[src/rtl/bram_lsu.sv]
// Load/store requester for a single-port 1024x32 synchronous block RAM.
// Handles byte/half/word accesses, with sub-word stores done as read-modify-write.
module bram_lsu #(
  parameter int AW = 10
) (
  input  logic          clk,
  input  logic          rst,
  input  logic          req_valid,
  output logic          req_ready,
  input  logic          req_we,
  input  logic [31:0]   req_addr,
  input  logic [1:0]    req_size,
  input  logic          req_unsigned,
  input  logic [31:0]   req_wdata,
  output logic          resp_valid,
  output logic [31:0]   resp_data,
  output logic          resp_err,
  output logic [AW-1:0] mem_addr,
  output logic [31:0]   mem_wr_data,
  output logic          mem_wen,
  input  logic [31:0]   mem_rd_data
);

  typedef enum logic [2:0] {
    IDLE,
    RD_ISSUE,
    RD_DATA,
    WR_ISSUE,
    RMW_READ,
    RMW_WRITE,
    RESP
  } state_t;

  state_t        state_q, state_d;
  logic [1:0]    lane_q, lane_d;
  logic [1:0]    size_q, size_d;
  logic          uns_q, uns_d;
  logic [31:0]   wdata_q, wdata_d;
  logic [31:0]   resp_data_q, resp_data_d;
  logic          resp_err_q, resp_err_d;
  logic [AW-1:0] mem_addr_q, mem_addr_d;
  logic [31:0]   mem_wr_data_q, mem_wr_data_d;
  logic          mem_wen_q, mem_wen_d;

  logic          req_err;
  logic [7:0]    rd_byte;
  logic [15:0]   rd_half;
  logic [31:0]   load_val;
  logic [31:0]   merged;

  assign req_err = (req_size == 2'd3)
                 | ((req_size == 2'd1) && req_addr[0])
                 | ((req_size == 2'd2) && (req_addr[1:0] != 2'b00))
                 | (req_addr[31:AW+2] != '0);

  always_comb begin
    rd_byte  = mem_rd_data[{lane_q, 3'b000} +: 8];
    rd_half  = mem_rd_data[{lane_q[1], 4'b0000} +: 16];
    load_val = mem_rd_data;
    case (size_q)
      2'd0:    load_val = uns_q ? {24'b0, rd_byte} : {{24{rd_byte[7]}}, rd_byte};
      2'd1:    load_val = uns_q ? {16'b0, rd_half} : {{16{rd_half[15]}}, rd_half};
      default: load_val = mem_rd_data;
    endcase
    merged = mem_rd_data;
    if (size_q == 2'd0) merged[{lane_q, 3'b000} +: 8] = wdata_q[7:0];
    else                merged[{lane_q[1], 4'b0000} +: 16] = wdata_q[15:0];
  end

  always_comb begin
    state_d       = state_q;
    lane_d        = lane_q;
    size_d        = size_q;
    uns_d         = uns_q;
    wdata_d       = wdata_q;
    resp_data_d   = resp_data_q;
    resp_err_d    = resp_err_q;
    mem_addr_d    = mem_addr_q;
    mem_wr_data_d = mem_wr_data_q;
    mem_wen_d     = mem_wen_q;
    case (state_q)
      IDLE: begin
        if (req_valid) begin
          lane_d      = req_addr[1:0];
          size_d      = req_size;
          uns_d       = req_unsigned;
          wdata_d     = req_wdata;
          resp_data_d = 32'd0;
          resp_err_d  = 1'b0;
          if (req_err) begin
            resp_err_d = 1'b1;
            state_d    = RESP;
          end else if (!req_we) begin
            mem_addr_d = req_addr[AW+1:2];
            state_d    = RD_ISSUE;
          end else if (req_size == 2'd2) begin
            mem_addr_d    = req_addr[AW+1:2];
            mem_wr_data_d = req_wdata;
            mem_wen_d     = 1'b1;
            state_d       = WR_ISSUE;
          end else begin
            mem_addr_d = req_addr[AW+1:2];
            state_d    = RMW_READ;
          end
        end
      end
      RD_ISSUE: state_d = RD_DATA;
      RD_DATA: begin
        resp_data_d = load_val;
        state_d     = RESP;
      end
      WR_ISSUE: begin
        mem_wen_d = 1'b0;
        state_d   = RESP;
      end
      RMW_READ: begin
        mem_wen_d = 1'b1;
        state_d   = RMW_WRITE;
      end
      RMW_WRITE: begin
        mem_wen_d     = 1'b0;
        mem_wr_data_d = merged;
        state_d       = RESP;
      end
      RESP: begin
        resp_data_d = 32'd0;
        resp_err_d  = 1'b0;
        state_d     = IDLE;
      end
      default: state_d = IDLE;
    endcase
  end

  always_ff @(posedge clk) begin
    if (rst) begin
      state_q       <= IDLE;
      lane_q        <= 2'd0;
      size_q        <= 2'd0;
      uns_q         <= 1'b0;
      wdata_q       <= 32'd0;
      resp_data_q   <= 32'd0;
      resp_err_q    <= 1'b0;
      mem_addr_q    <= '0;
      mem_wr_data_q <= 32'd0;
      mem_wen_q     <= 1'b0;
    end else begin
      state_q       <= state_d;
      lane_q        <= lane_d;
      size_q        <= size_d;
      uns_q         <= uns_d;
      wdata_q       <= wdata_d;
      resp_data_q   <= resp_data_d;
      resp_err_q    <= resp_err_d;
      mem_addr_q    <= mem_addr_d;
      mem_wr_data_q <= mem_wr_data_d;
      mem_wen_q     <= mem_wen_d;
    end
  end

  // Read data only arrives during RMW_WRITE, so the merged word bypasses the register that cycle.
  assign mem_wr_data = (state_q == RMW_WRITE) ? merged : mem_wr_data_q;
  assign mem_addr    = mem_addr_q;
  assign mem_wen     = mem_wen_q;
  assign req_ready   = (state_q == IDLE) && !rst;
  assign resp_valid  = (state_q == RESP);
  assign resp_data   = resp_data_q;
  assign resp_err    = resp_err_q;

endmodule

[config.mk]
export PLATFORM = sky130hd
export DESIGN_NAME = bram_lsu
export DESIGN_NICKNAME = d
export VERILOG_FILES = /design/src/rtl/bram_lsu.sv
export SDC_FILE = /design/constraint.sdc
export NUM_CORES = 1
export LEC_CHECK = 0
export BUFFER_PORTS_ARGS = -buffer_cell sky130_fd_sc_hd__buf_2
export CAP_MARGIN = 15
export CORE_AREA = 2 2 130 132
export DETAILED_ROUTE_END_ITERATION = 8
export DIE_AREA = 0 0 132 134
export GPL_TIMING_DRIVEN = 0
export SYNTH_ARGS = -nofsm -noshare
export SYNTH_HDL_FRONTEND = slang
export SYNTH_SLANG_ARGS = --single-unit
[constraint.sdc]
create_clock -name clk -period 3 [get_ports clk]
set_clock_uncertainty 0.2 [all_clocks]
set_input_delay 0.6 -clock clk [delete_from_list [all_inputs] [get_ports clk]]
set_output_delay 0.6 -clock clk [all_outputs]
set_load 0.01 [all_outputs]
# Yosys cells after proc, flatten, opt, wreduce, memory -nomap -nowiden
# Index checks and enable logic that the tools add are counted.
[word_totals]
output_inout_bits = 78
wordCells = 83
regBits = 100
input_bits = 103
[classes]
muxes = 27
n_eq_ne = 14
add_sub_neg = 2
n_reduce_logical = 20
n_bitwise = 4
shifts = 6
[ops]
columns = ["op", "n"]
rows = [
  ["32-bit 2-to-1 mux", 9],
  ["32-bit case mux with 2 select lines", 2],
  ["32-bit case mux with 3 select lines", 1],
  ["32-bit bitwise mux", 2],
  ["16-bit by 7-bit variable shift with 32-bit output, first input constant", 1],
  ["8-bit by 7-bit variable shift with 32-bit output, first input constant", 1],
  ["16-bit by 7-bit indexed part select with 32-bit output", 1],
  ["32-bit by 6-bit indexed part select with 16-bit output", 1],
  ["32-bit by 6-bit indexed part select with 8-bit output", 1],
  ["8-bit by 7-bit indexed part select with 32-bit output", 1],
  ["20-bit nonzero test", 1],
  ["5-bit negation with 7-bit output", 2],
  ["3-bit 2-to-1 mux", 4],
  ["3-bit case mux with 4 select lines", 1],
  ["5-bit AND reduction", 2],
  ["3-bit equality test, second input constant", 3],
  ["2-bit != test, second input constant", 4],
  ["3-bit by 2-bit equality test with 1-bit output, second input constant", 2],
  ["1-bit 2-to-1 mux", 6],
  ["2-bit AND reduction", 3],
  ["2-bit nonzero test", 3],
  ["3-bit nonzero test", 2],
  ["2-bit by 1-bit equality test with 1-bit output, second input constant", 2],
  ["2-bit equality test, second input constant", 2],
  ["12 further kinds", 16],
]

# Depth between registers and ports, before layout
# Gate-level depths: netlist of the first run.
[depth]
ltp_word = 8
depth_mapped = 9
ltp_nobuf = 7

# Least setup slack after synthesis of the first run
# OpenSTA, ideal clock, no wires.
[synth_timing]
kind = "register to output"
startpoint = "register lane_q[1]"
endpoint = "output mem_wr_data[25]"
path_stages_with_launch = 9
required_ns = 2.200
path_slack_ns = 0.331
n_path_buf = 2
t_arrival_ns = 1.869
cell_sequence = "dfxtp_1 > buf_2 > inv_1 > ha_1 > nor4bb_1 > clkbuf_2 > a221oi_1 > a211oi_1 > a21o_1"
[synth_via]
elab_chain_cells = 5
word_cells_on_any_way = 10
classes_between = "add/sub: 2; shift: 4; mux: 4"
[synth_lines]
columns = ["element", "line", "source"]
rows = [
  ["from (decl)", "35", "logic [1:0] lane_q, lane_d;"],
  ["from (signal assigned)", "148", "lane_q <= lane_d;"],
  ["5-bit negation with 7-bit output (on tied branches)", "67, 66", ""],
  ["16-bit by 7-bit indexed part select with 32-bit output (tied with other cells)", "67", "else merged[{lane_q[1], 4'b0000} +: 16] = wdata_q[15:0];"],
  ["32-bit bitwise mux (on tied branches)", "67, 66", ""],
  ["32-bit 2-to-1 mux *", "66", "if (size_q == 2'd0) merged[{lane_q, 3'b000} +: 8] = wdata_q[7:0];"],
  ["32-bit 2-to-1 mux *", "161", "assign mem_wr_data = (state_q == RMW_WRITE) ? merged : mem_wr_data_q;"],
  ["to (decl)", "19", "output logic [31:0] mem_wr_data,"],
]
# Mark *: on every way between the ends. The rest lies on a longest branch, timed or not.

# Worst setup path in the final report of the first run
[layout_timing]
startpoint = "register lane_q[1]"
endpoint = "output mem_wr_data[27]"
# Same word-level chain as after synthesis.

==> flow_metrics.py, run 1 <==
metrics = {
    "setup_path": {
        "cp_top_family": "buffers and inverters",
        "r2r_start": "lane_q[1]",
        "crit_chain": "buf_6 -> clkinvlp_4 -> ha_4 -> nor4bb_1 -> buf_4 -> a221oi_1 -> a211oi_2 -> a21o_1 -> buf_2",
        "r2r_slack_ns": 0.54,
        "crit_required_ns": 2.20,
        "startpoint_type": "flip-flop",
        "cpPeakStageDelay_ns": 0.36,
        "slowest_stage": "dfxtp_2",
        "reg2reg_depth": 10,
        "r2r-end": "mem_wr_data_q[27]",
        "critPathLaunch": "lane_q[1]",
        "cp_max_fo": 8,
        "worst-path-stages": 9,
        "crit_arrival_ns": 2.36,
        "critical_path_buf_inv_count": 4,
        "endpoint": "mem_wr_data[27]",
        "critical_path_class": "reg2out",
        "setup.worst_path.end_class": "output port",
    },
    "power": {
        "powerDensity_nw_per_um2": 452,
        "p_int_w": 0.00234,
        "p_comb_frac": 0.261,
        "ir_drop_v": 0.000286,
        "p_sw_w": 0.00114,
        "switching_share": 0.327,
        "power_frac_clock": 0.315,
        "p_seq_frac": 0.423,
        "p_leak_nw": 3.50,
    },
    "sta": {
        "finalWorstSetupSlack_ns": -0.158,
        "period_minus_slack_ns": 3.16,
        "worst_slew_pin_slew_ns": 0.590,
        "setup_tns_ns": -2.97,
        "rsz0062_at_grt": "yes",
        "hold_viol": 0,
        "relSlewSlack": 0.607,
        "fmax_mhz": 317,
        "fin_crit_sh": 1.05,
        "setup_viol": 32,
        "drv_slew": 0,
    },
    "clocking": {
        "worstSkewPairLatency_ns": 0.36,
        "cts_tree": "done",
        "clk_pin_slew_ns": 0.07,
        "htree_levels": 3,
        "cts_root_buf": "clkbuf_16",
        "cts_buffer_depth": 2,
        "cts_buffers": 9,
        "postCtsHoldBufs": 0,
        "cts.sinks": 100,
    },
    "floorplan": {
        "core_um2": 16300,
        "dieArea_um2": 17700,
        "rows": 47,
        "start_util": 0.352,
        "die_w_um": 132,
        "ioPinCount": 181,
        "dieHeight_um": 134,
    },
    "placed_design": {
        "portBuffers": 180,
        "place_inst": 1075,
        "gp_congestion": 0.880,
        "postPlaceCellArea_um2": 6920,
        "hpwl_um": 15600,
    },
    "finish": {
        "final_nets": 985,
        "finish.utilization": 0.472,
        "fill_cells": 1665,
        "n_antenna_cell": 0,
        "syn_to_final_growth_pct": 34.0,
        "finalInstanceArea_um2": 7690,
        "drive_above_1_share": 0.375,
        "stdcell_count": 1102,
    },
    "outcome": {
        "status": "finished, violations left",
        "violations": "negative setup slack",
    },
    "routing": {
        "drc": 0,
        "avgRoutedWirePerCell_um": 18.7,
        "ant_nets": 0,
        "drt-initial-drc-count": 532,
        "via_count": 5962,
        "routed_via_density": 5.41,
        "drt_first_pass_iters": 5,
        "routed_wirelength_um": 20600,
    },
    "synth": {
        "yosys.cell_types.count": 54,
        "yosys.area.top_type_share": 0.349,
        "seq_area_frac_synth": 0.349,
        "synth-edff-count": 0,
        "avgSynthCellArea_um2": 8.50,
        "syn-cell-area_um2": 5740,
        "syn_nets": 783,
        "synth-main-ff-cell": "dfxtp_1",
        "ys_ff_latch": 100,
        "synthArstFlopShare": 0,
        "yosysTopAreaCell": "dfxtp_1",
        "synth_cells": 675,
        "synth_area_leaders": "dfxtp_1 35%, mux2i_1 10%, nand2_1 5.7%",
        "ys_warn_count": 0,
    },
    "global_route": {
        "grt_max_degree": 17,
        "gr-usage-all-layers": 0.228,
        "grt_pass1_vias": 5723,
        "antenna_found_initial": 1,
        "gr-total-overflow": 0,
        "grt_pass1_wl_um": 31500,
    },
    "worst_hold_path": {
        "hp-class": "reg2reg",
    },
    "job": {
        "drv_cap": 0,
    },
}
==> final cells by class <==
class	instances	area, um^2	share of cell area
clock inverters	6	41.3	0.00537
clock buffers	10	229	0.0298
plain buffers	58	337	0.0437
repair buffers	192	1010	0.132
inverters	17	67.6	0.00878
multi-input cells	499	3730	0.484
well taps	220	275	0.0358
flip-flops and latches	100	2000	0.260
==> worst min path at each step <==
stage	start	endpoint	slack [ns]	depth (start not counted)
floorplan	mem_wr_data_q[4]	mem_wr_data_q[4]	0.24	2
global placement	resp_data[11]	resp_data[11]	0.23	1
detailed placement	resp_data[12]	resp_data[12]	0.23	1
CTS	resp_data[12]	resp_data[12]	0.25	1
global route	resp_data[12]	resp_data[12]	0.27	1
finish	resp_data[14]	resp_data[14]	0.25	1
==> layout by cell type, fill, tap and decap left out, types with 24 or more instances in the layout <==
| cell type | count |
|---|---|
| and2_1 | 25 |
| nor2_1 | 44 |
| buf_2 | 186 |
| a21o_1 | 33 |
| mux2i_1 | 59 |
| a21oi_1 | 44 |
| dfxtp_1 | 98 |
| nand2_1 | 86 |
| o21ai_0 | 42 |
| clkbuf_1 | 24 |
| a211oi_2 | 24 |
==> layer usage <==
metal  global-route usage  share of wire  vias to the layer above
li1                     -              -                     2872
met1                0.296           0.44                     2833
met2                0.375           0.47                      220
met3               0.0525          0.068                       35
met4               0.0785          0.024                        2
met5                    0        0.00063                        -
==> cells in the mapped netlist, drive strengths merged (2+ instances only) <==
library cell,count
or3,2
o211ai,2
nand2b,3
mux2i,59
o41ai,2
a31oi,9
a211oi,25
nor3,4
a21o,33
clkbuf,32
buf,27
o221ai,8
mux2,17
dfxtp,100
nor2,48
nand2,87
and2,28
nor4bb,2
ha,5
nor3b,2
o21ai,43
a221o,16
inv,17
nor2b,10
a21oi,45
nor4,7
a221oi,32
==> registers in the layout, indices dropped and copies added, names as in the netlist <==
| name | flops |
|---|---|
| mem_wr_data_q | 32 |
| resp_data | 32 |
| wdata_q | 16 |
| mem_addr | 10 |
| state_q | 3 |
| lane_q | 2 |
| size_q | 2 |
| mem_wen | 1 |
| resp_err | 1 |
| uns_q | 1 |
==> kinds of logic after synthesis <==
group                    share of synthesized area
AO/OA/AOI/OAI                                0.275
adder cells (fa/ha/maj)                     0.0109
buffers and inverters                       0.0647
flip-flops                                   0.349
multiplexers                                 0.136
AND/OR/NAND/NOR                              0.165
==> power groups by stage <==
stage          Clock (W)  Sequential (W)  Combinational (W)
2_1_floorplan          0         0.00149           0.000487
3_3_place_gp           0         0.00149           0.000791
3_5_place_dp           0         0.00149           0.000797
4_1_cts          0.00113         0.00147           0.000873
5_1_grt          0.00117         0.00148           0.000984
6_report         0.00110         0.00147           0.000909
==> worst register-to-register path, stage by stage (launching register included) <==
cell and delay (ns):
dfxtp_2 0.36, buf_6 0.11, clkinvlp_4 0.13, ha_4 0.27, nor4bb_1 0.30, buf_4 0.22, a221oi_1 0.09, a211oi_2 0.28
buf_4 0.17, o21ai_0 0.09, mux2i_1 0.17
==> per-stage QoR <==
stage | hold WS [ns] | power, W | setup WS [ns]
CTS | 0.249 | 0.00347 | -0.0998
detailed placement | 0.234 | 0.00229 | -0.224
global placement | 0.230 | 0.00228 | -0.206
floorplan | 0.239 | 0.00198 | 0.331
global route | 0.269 | 0.00363 | -0.261
finish | 0.245 | 0.00348 | -0.158
==> timing repair <==
| item | in CTS | in global routing |
|---|---|---|
| pin swaps | 37 | 9 |
| buffers inserted | 7 | 5 |
| gates resized for setup | 67 | 19 |
| setup endpoints to repair | 32 | 32 |
(Power assumes the default switching activity.)
==> run 2, diff against run 1 <==
--- a/config.mk
+++ b/config.mk
@@ -7,9 +7,9 @@
 export LEC_CHECK = 0
 export BUFFER_PORTS_ARGS = -buffer_cell sky130_fd_sc_hd__buf_2
 export CAP_MARGIN = 15
-export CORE_AREA = 2 2 130 132
+export CORE_AREA = 2 2 144 146
 export DETAILED_ROUTE_END_ITERATION = 8
-export DIE_AREA = 0 0 132 134
+export DIE_AREA = 0 0 146 148
 export GPL_TIMING_DRIVEN = 0
 export SYNTH_ARGS = -nofsm -noshare
 export SYNTH_HDL_FRONTEND = slang
==> run 2 against run 1 <==
Critical endpoint is now mem_wr_data[5]; non-clock buffer count fell by 3; worst setup slack improved by 0.013 ns; total power rose by 3.3%; largest cell class unchanged; the flow still finishes with violations (negative setup slack); clock power rose by 8%.
==> flow_metrics.py, run 2 (synthesized netlist as in run 1, its figures left out) <==
metrics = {
    "outcome": {
        "status": "finished, violations left",
        "violations": "negative setup slack",
    },
    "routing": {
        "avgRoutedWirePerCell_um": 18.8,
        "via_count": 5977,
        "routed_via_density": 5.20,
        "drc": 0,
        "ant_nets": 0,
        "drt_first_pass_iters": 5,
        "drt-initial-drc-count": 434,
        "routed_wirelength_um": 21600,
    },
    "floorplan": {
        "die_w_um": 146,
        "start_util": 0.286,
        "ioPinCount": 181,
        "rows": 52,
        "dieHeight_um": 148,
        "dieArea_um2": 21600,
        "core_um2": 20000,
    },
    "finish": {
        "final_cell_mix": "183 x buf_2, 98 x dfxtp_1, 86 x nand2_1",
        "drive_above_1_share": 0.375,
        "final_nets": 982,
        "final_common_cell": "buf_2",
        "fill_cells": 2116,
        "finalInstanceArea_um2": 7800,
        "syn_to_final_growth_pct": 36.0,
    },
    "sta": {
        "setup_viol": 32,
        "relSlewSlack": 0.593,
        "rsz0062_at_grt": "yes",
        "fin_crit_sh": 1.05,
        "worst_slew_pin_slew_ns": 0.610,
        "drv_slew": 0,
        "fin_hold_ws_ns": 0.249,
        "period_minus_slack_ns": 3.14,
        "fmax_mhz": 318,
        "hold_viol": 0,
        "finalWorstSetupSlack_ns": -0.145,
    },
    "clocking": {
        "cts.sinks": 100,
        "clk_pin_slew_ns": 0.07,
        "cts_buffer_depth": 2,
        "cts_buffers": 9,
        "worstSkewPairLatency_ns": 0.36,
        "htree_levels": 3,
        "cts_root_buf": "clkbuf_16",
        "postCtsHoldBufs": 0,
        "cts_tree": "done",
    },
    "worst_hold_path": {
        "hp-class": "reg2reg",
        "whs_path_depth": 1,
    },
    "power": {
        "powerDensity_nw_per_um2": 461,
        "ir_drop_v": 0.000269,
        "p_leak_nw": 3.51,
    },
    "placed_design": {
        "postPlaceCellArea_um2": 6980,
        "portBuffers": 180,
        "gp_congestion": 0.883,
        "hpwl_um": 16500,
    },
    "setup_path": {
        "reg2reg_depth": 10,
        "setup.worst_path.end_class": "output port",
        "startpoint_type": "flip-flop",
        "critical_path_class": "reg2out",
        "crit_required_ns": 2.20,
        "crit_arrival_ns": 2.34,
        "cp_max_fo": 8,
    },
    "global_route": {
        "grt_pass1_wl_um": 32400,
        "gr-usage-all-layers": 0.195,
        "antenna_found_initial": 3,
        "grt_max_degree": 16,
        "grt_pass1_vias": 5710,
        "gr-total-overflow": 0,
    },
    "job": {
        "drv_cap": 0,
    },
}
==> run 2: cell types whose count changed in the layout (fill, tap and decap cells not counted), moves of 2 or more <==
| cell | change |
|---|---|
| buf_6 | +2 |
| nor2_2 | -2 |
| diode_2 | +2 |
| buf_2 | -3 |
| nor2_1 | +2 |
==> run 2: metal layers <==
layer / wire length [um] / global-route usage / vias to the layer above
met2: 10300 / 0.327 / 249
li1: - / - / 2860
met3: 1880 / 0.0605 / 29
met4: 258 / 0.0398 / 4
met5: 33 / 0 / -
met1: 9210 / 0.247 / 2835
==> run 2: final cells by class <==
| cell class | instances | area (um^2) | share of cell area |
|---|---|---|---|
| Antenna cell | 2 | 5.00 | 0.000641 |
| Buffer | 57 | 337 | 0.0431 |
| Clock buffer | 11 | 243 | 0.0311 |
| Clock inverter | 4 | 50.0 | 0.00641 |
| Inverter | 17 | 67.6 | 0.00866 |
| Multi-Input combinational cell | 499 | 3750 | 0.480 |
| Sequential cell | 100 | 2000 | 0.257 |
| Tap cell | 270 | 338 | 0.0433 |
| Timing Repair Buffer | 190 | 1010 | 0.130 |
==> run 2: power by group <==
part	internal (W)	switching, W	total (W)
sequential	0.00140	0.0000667	0.00147
clock	0.000664	0.000529	0.00119
combinational	0.000386	0.000546	0.000932
total	0.00245	0.00114	0.00359
==> run 2: worst max-delay path, cell delays in order (launching register included) <==
cell,delay (ns)
dfxtp_2,0.35
buf_6,0.11
clkinvlp_4,0.13
ha_4,0.30
nor4bb_4,0.28
buf_6,0.18
buf_4,0.11
a221oi_1,0.07
a211oi_2,0.20
a21o_1,0.13
buf_2,0.13
==> run 2: final timing paths <==
| path | startpoint | to | slack [ns] |
|---|---|---|---|
| max reg2reg | lane_q[1] | mem_wr_data_q[19] | 0.66 |
| min reg2reg | resp_data[11] | resp_data[11] | 0.25 |
| min | resp_data[11] | resp_data[11] | 0.25 |
| max | lane_q[1] | mem_wr_data[5] | -0.14 |
==> run 2: stage by stage <==
| step | setup slack [ns] | setup TNS [ns] | utilization | instances | total power [W] |
|---|---|---|---|---|---|
| final | -0.145 | -2.65 | 0.389 | 1150 | 0.00359 |
| after global routing | -0.248 | -5.67 | 0.389 | 1148 | 0.00374 |
| after CTS | -0.0973 | -1.57 | 0.382 | 1146 | 0.00356 |
| after detailed placement | -0.184 | -3.35 | 0.348 | 1125 | 0.00230 |
| after global placement | -0.187 | -3.29 | 0.348 | 1125 | 0.00229 |
| after floorplan | 0.331 | 0 | - | 675 | 0.00198 |
==> run 2: timing repair <==
| item | in CTS | in global routing |
|---|---|---|
| cloned | 0 | 0 |
| setup endpoints to repair | 32 | 32 |
| pin swaps | 41 | 8 |
| buffers inserted | 7 | 3 |
| gates resized for setup | 65 | 24 |
==> run 3, diff against run 2 <==
--- a/config.mk
+++ b/config.mk
@@ -11,6 +11,7 @@
 export DETAILED_ROUTE_END_ITERATION = 8
 export DIE_AREA = 0 0 146 148
 export GPL_TIMING_DRIVEN = 0
+export RECOVER_POWER = 25
 export SYNTH_ARGS = -nofsm -noshare
 export SYNTH_HDL_FRONTEND = slang
 export SYNTH_SLANG_ARGS = --single-unit
==> constraint.sdc (replaced) <==
create_clock -name clk -period 3.4 [get_ports clk]
set_clock_uncertainty 0.2 [all_clocks]
set_input_delay 0.68 -clock clk [delete_from_list [all_inputs] [get_ports clk]]
set_output_delay 0.68 -clock clk [all_outputs]
set_load 0.01 [all_outputs]
==> run 3 against run 2 <==
The flow now finishes without violations; count of clock-buffer cells in the layout unchanged; via count about the same; non-clock buffer count decreased by 2; sequential share of layout area increased by 1.2 points; register-to-register slack improved by 0.29 ns; combinational power decreased by 19%; core utilization decreased by 1.7 points; critical path depth decreased by 1; highest routed layer unchanged.
==> flow_metrics.py, run 3 (synthesized netlist as in run 1, its figures left out) <==
metrics = {
    "setup_path": {
        "crit_required_ns": 2.52,
        "startpoint_type": "flip-flop",
        "critical_path_class": "reg2out",
        "crit_arrival_ns": 2.40,
        "r2r_slack_ns": 0.95,
        "setup.worst_path.end_class": "output port",
        "cp_max_fo": 8,
    },
    "sta": {
        "hold_viol": 0,
        "setup_tns_ns": 0,
        "rsz0062_at_grt": "no",
        "drv_slew": 0,
        "relSlewSlack": 0.545,
        "setup_viol": 0,
        "worst_slew_pin_slew_ns": 0.683,
        "fin_crit_sh": 0.966,
        "fmax_mhz": 305,
        "period_minus_slack_ns": 3.28,
        "finalWorstSetupSlack_ns": 0.117,
    },
    "global_route": {
        "grt_pass1_vias": 5634,
        "gr-total-overflow": 0,
        "antenna_found_initial": 3,
        "grt_use_met2": 0.317,
        "grt_max_degree": 16,
        "gr-usage-all-layers": 0.192,
        "grt_pass1_wl_um": 31900,
        "busiest_layer": "met2",
        "use_met3": 0.0571,
        "use_met1": 0.247,
    },
    "floorplan": {
        "rows": 52,
        "core_um2": 20000,
        "dieArea_um2": 21600,
        "start_util": 0.286,
        "die_w_um": 146,
        "ioPinCount": 181,
        "dieHeight_um": 148,
    },
    "routing": {
        "ant_nets": 0,
        "drt-initial-drc-count": 388,
        "routed_via_density": 5.20,
        "drc": 0,
        "drt_first_pass_iters": 4,
        "routed_wirelength_um": 21300,
        "via_count": 5972,
        "avgRoutedWirePerCell_um": 18.5,
    },
    "clocking": {
        "cts.sinks": 100,
        "cts_buffer_depth": 2,
        "worstSkewPairLatency_ns": 0.36,
        "clk_pin_slew_ns": 0.07,
        "cts_buffers": 9,
        "htree_levels": 3,
        "postCtsHoldBufs": 0,
        "cts_tree": "done",
        "cts_root_buf": "clkbuf_16",
    },
    "placed_design": {
        "place_ws_ns": 0.136,
        "hpwl_um": 16500,
        "portBuffers": 180,
        "gp_congestion": 0.883,
    },
    "finish": {
        "final_cell_mix": "144 x buf_2, 98 x dfxtp_1, 87 x nand2_1",
        "seq_area_um2": 2000,
        "drive_above_1_share": 0.288,
        "final_common_cell": "buf_2",
        "syn_to_final_growth_pct": 29.9,
        "fill_cells": 2197,
        "multi_input_area_um2": 3520,
        "final_nets": 980,
    },
    "job": {
        "drv_cap": 0,
    },
    "worst_hold_path": {
        "hp-class": "reg2reg",
    },
    "outcome": {
        "status": "finished, final reports clean",
    },
    "power": {
        "ir_drop_v": 0.000234,
        "powerDensity_nw_per_um2": 415,
        "p_leak_nw": 3.27,
    },
}
## run 3: where the power goes
part	internal, W	leakage [nW]	switching (W)
Clock	0.000586	0.138	0.000463
Combinational	0.000302	2.32	0.000452
Sequential	0.00124	0.812	0.0000551
## run 3: critical path, cell delays in order, from the launching register on
cell	delay, ns
dfxtp_2	0.36
buf_8	0.12
clkinvlp_4	0.13
ha_4	0.29
nor4bb_2	0.30
buf_4	0.22
a221oi_1	0.10
a211oi_2	0.27
a21o_1	0.13
buf_2	0.12
## run 3: area by class of cell
cell class / count / share of cell area
multi-input combinational: 499 / 0.472
sequential: 100 / 0.269
antenna: 2 / 0.000671
timing repair buffer: 187 / 0.121
clock buffer: 11 / 0.0325
inverter: 17 / 0.00906
clock inverter: 4 / 0.00671
buffer: 58 / 0.0436
tap: 270 / 0.0453
## run 3: what timing repair did
item | in CTS | in global routing
pin swaps | 11 | 4
buffers inserted | 1 | 6
endpoints found under the setup margin | 32 | 29
resized for setup | 27 | 14
## run 3: stage by stage
stage,utilization,area [um^2],hold slack [ns],total power [W],cells
floorplan,-,5740,0.239,0.00175,675
CTS,0.369,7400,0.253,0.00310,1140
finish,0.372,7460,0.252,0.00310,1148
detailed placement,0.348,6980,0.236,0.00203,1125
global route,0.372,7450,0.269,0.00323,1146
global placement,0.348,6980,0.231,0.00202,1125
## run 3: worst paths after layout
path                                     from                end  cells past startpoint
worst min-delay path            resp_data[11]      resp_data[11]                      1
worst max-delay path                lane_q[1]     mem_wr_data[0]                      9
worst min register to register  resp_data[11]      resp_data[11]                      1
worst max register to register      lane_q[0]  mem_wr_data_q[16]                      9
## run 3: per-layer routing
metal  vias to the layer above  routed length (um)
met2                       256               10000
met3                        32                1750
met4                         4                 316
met5                         -                  27
li1                       2850                   -
met1                      2830                9170
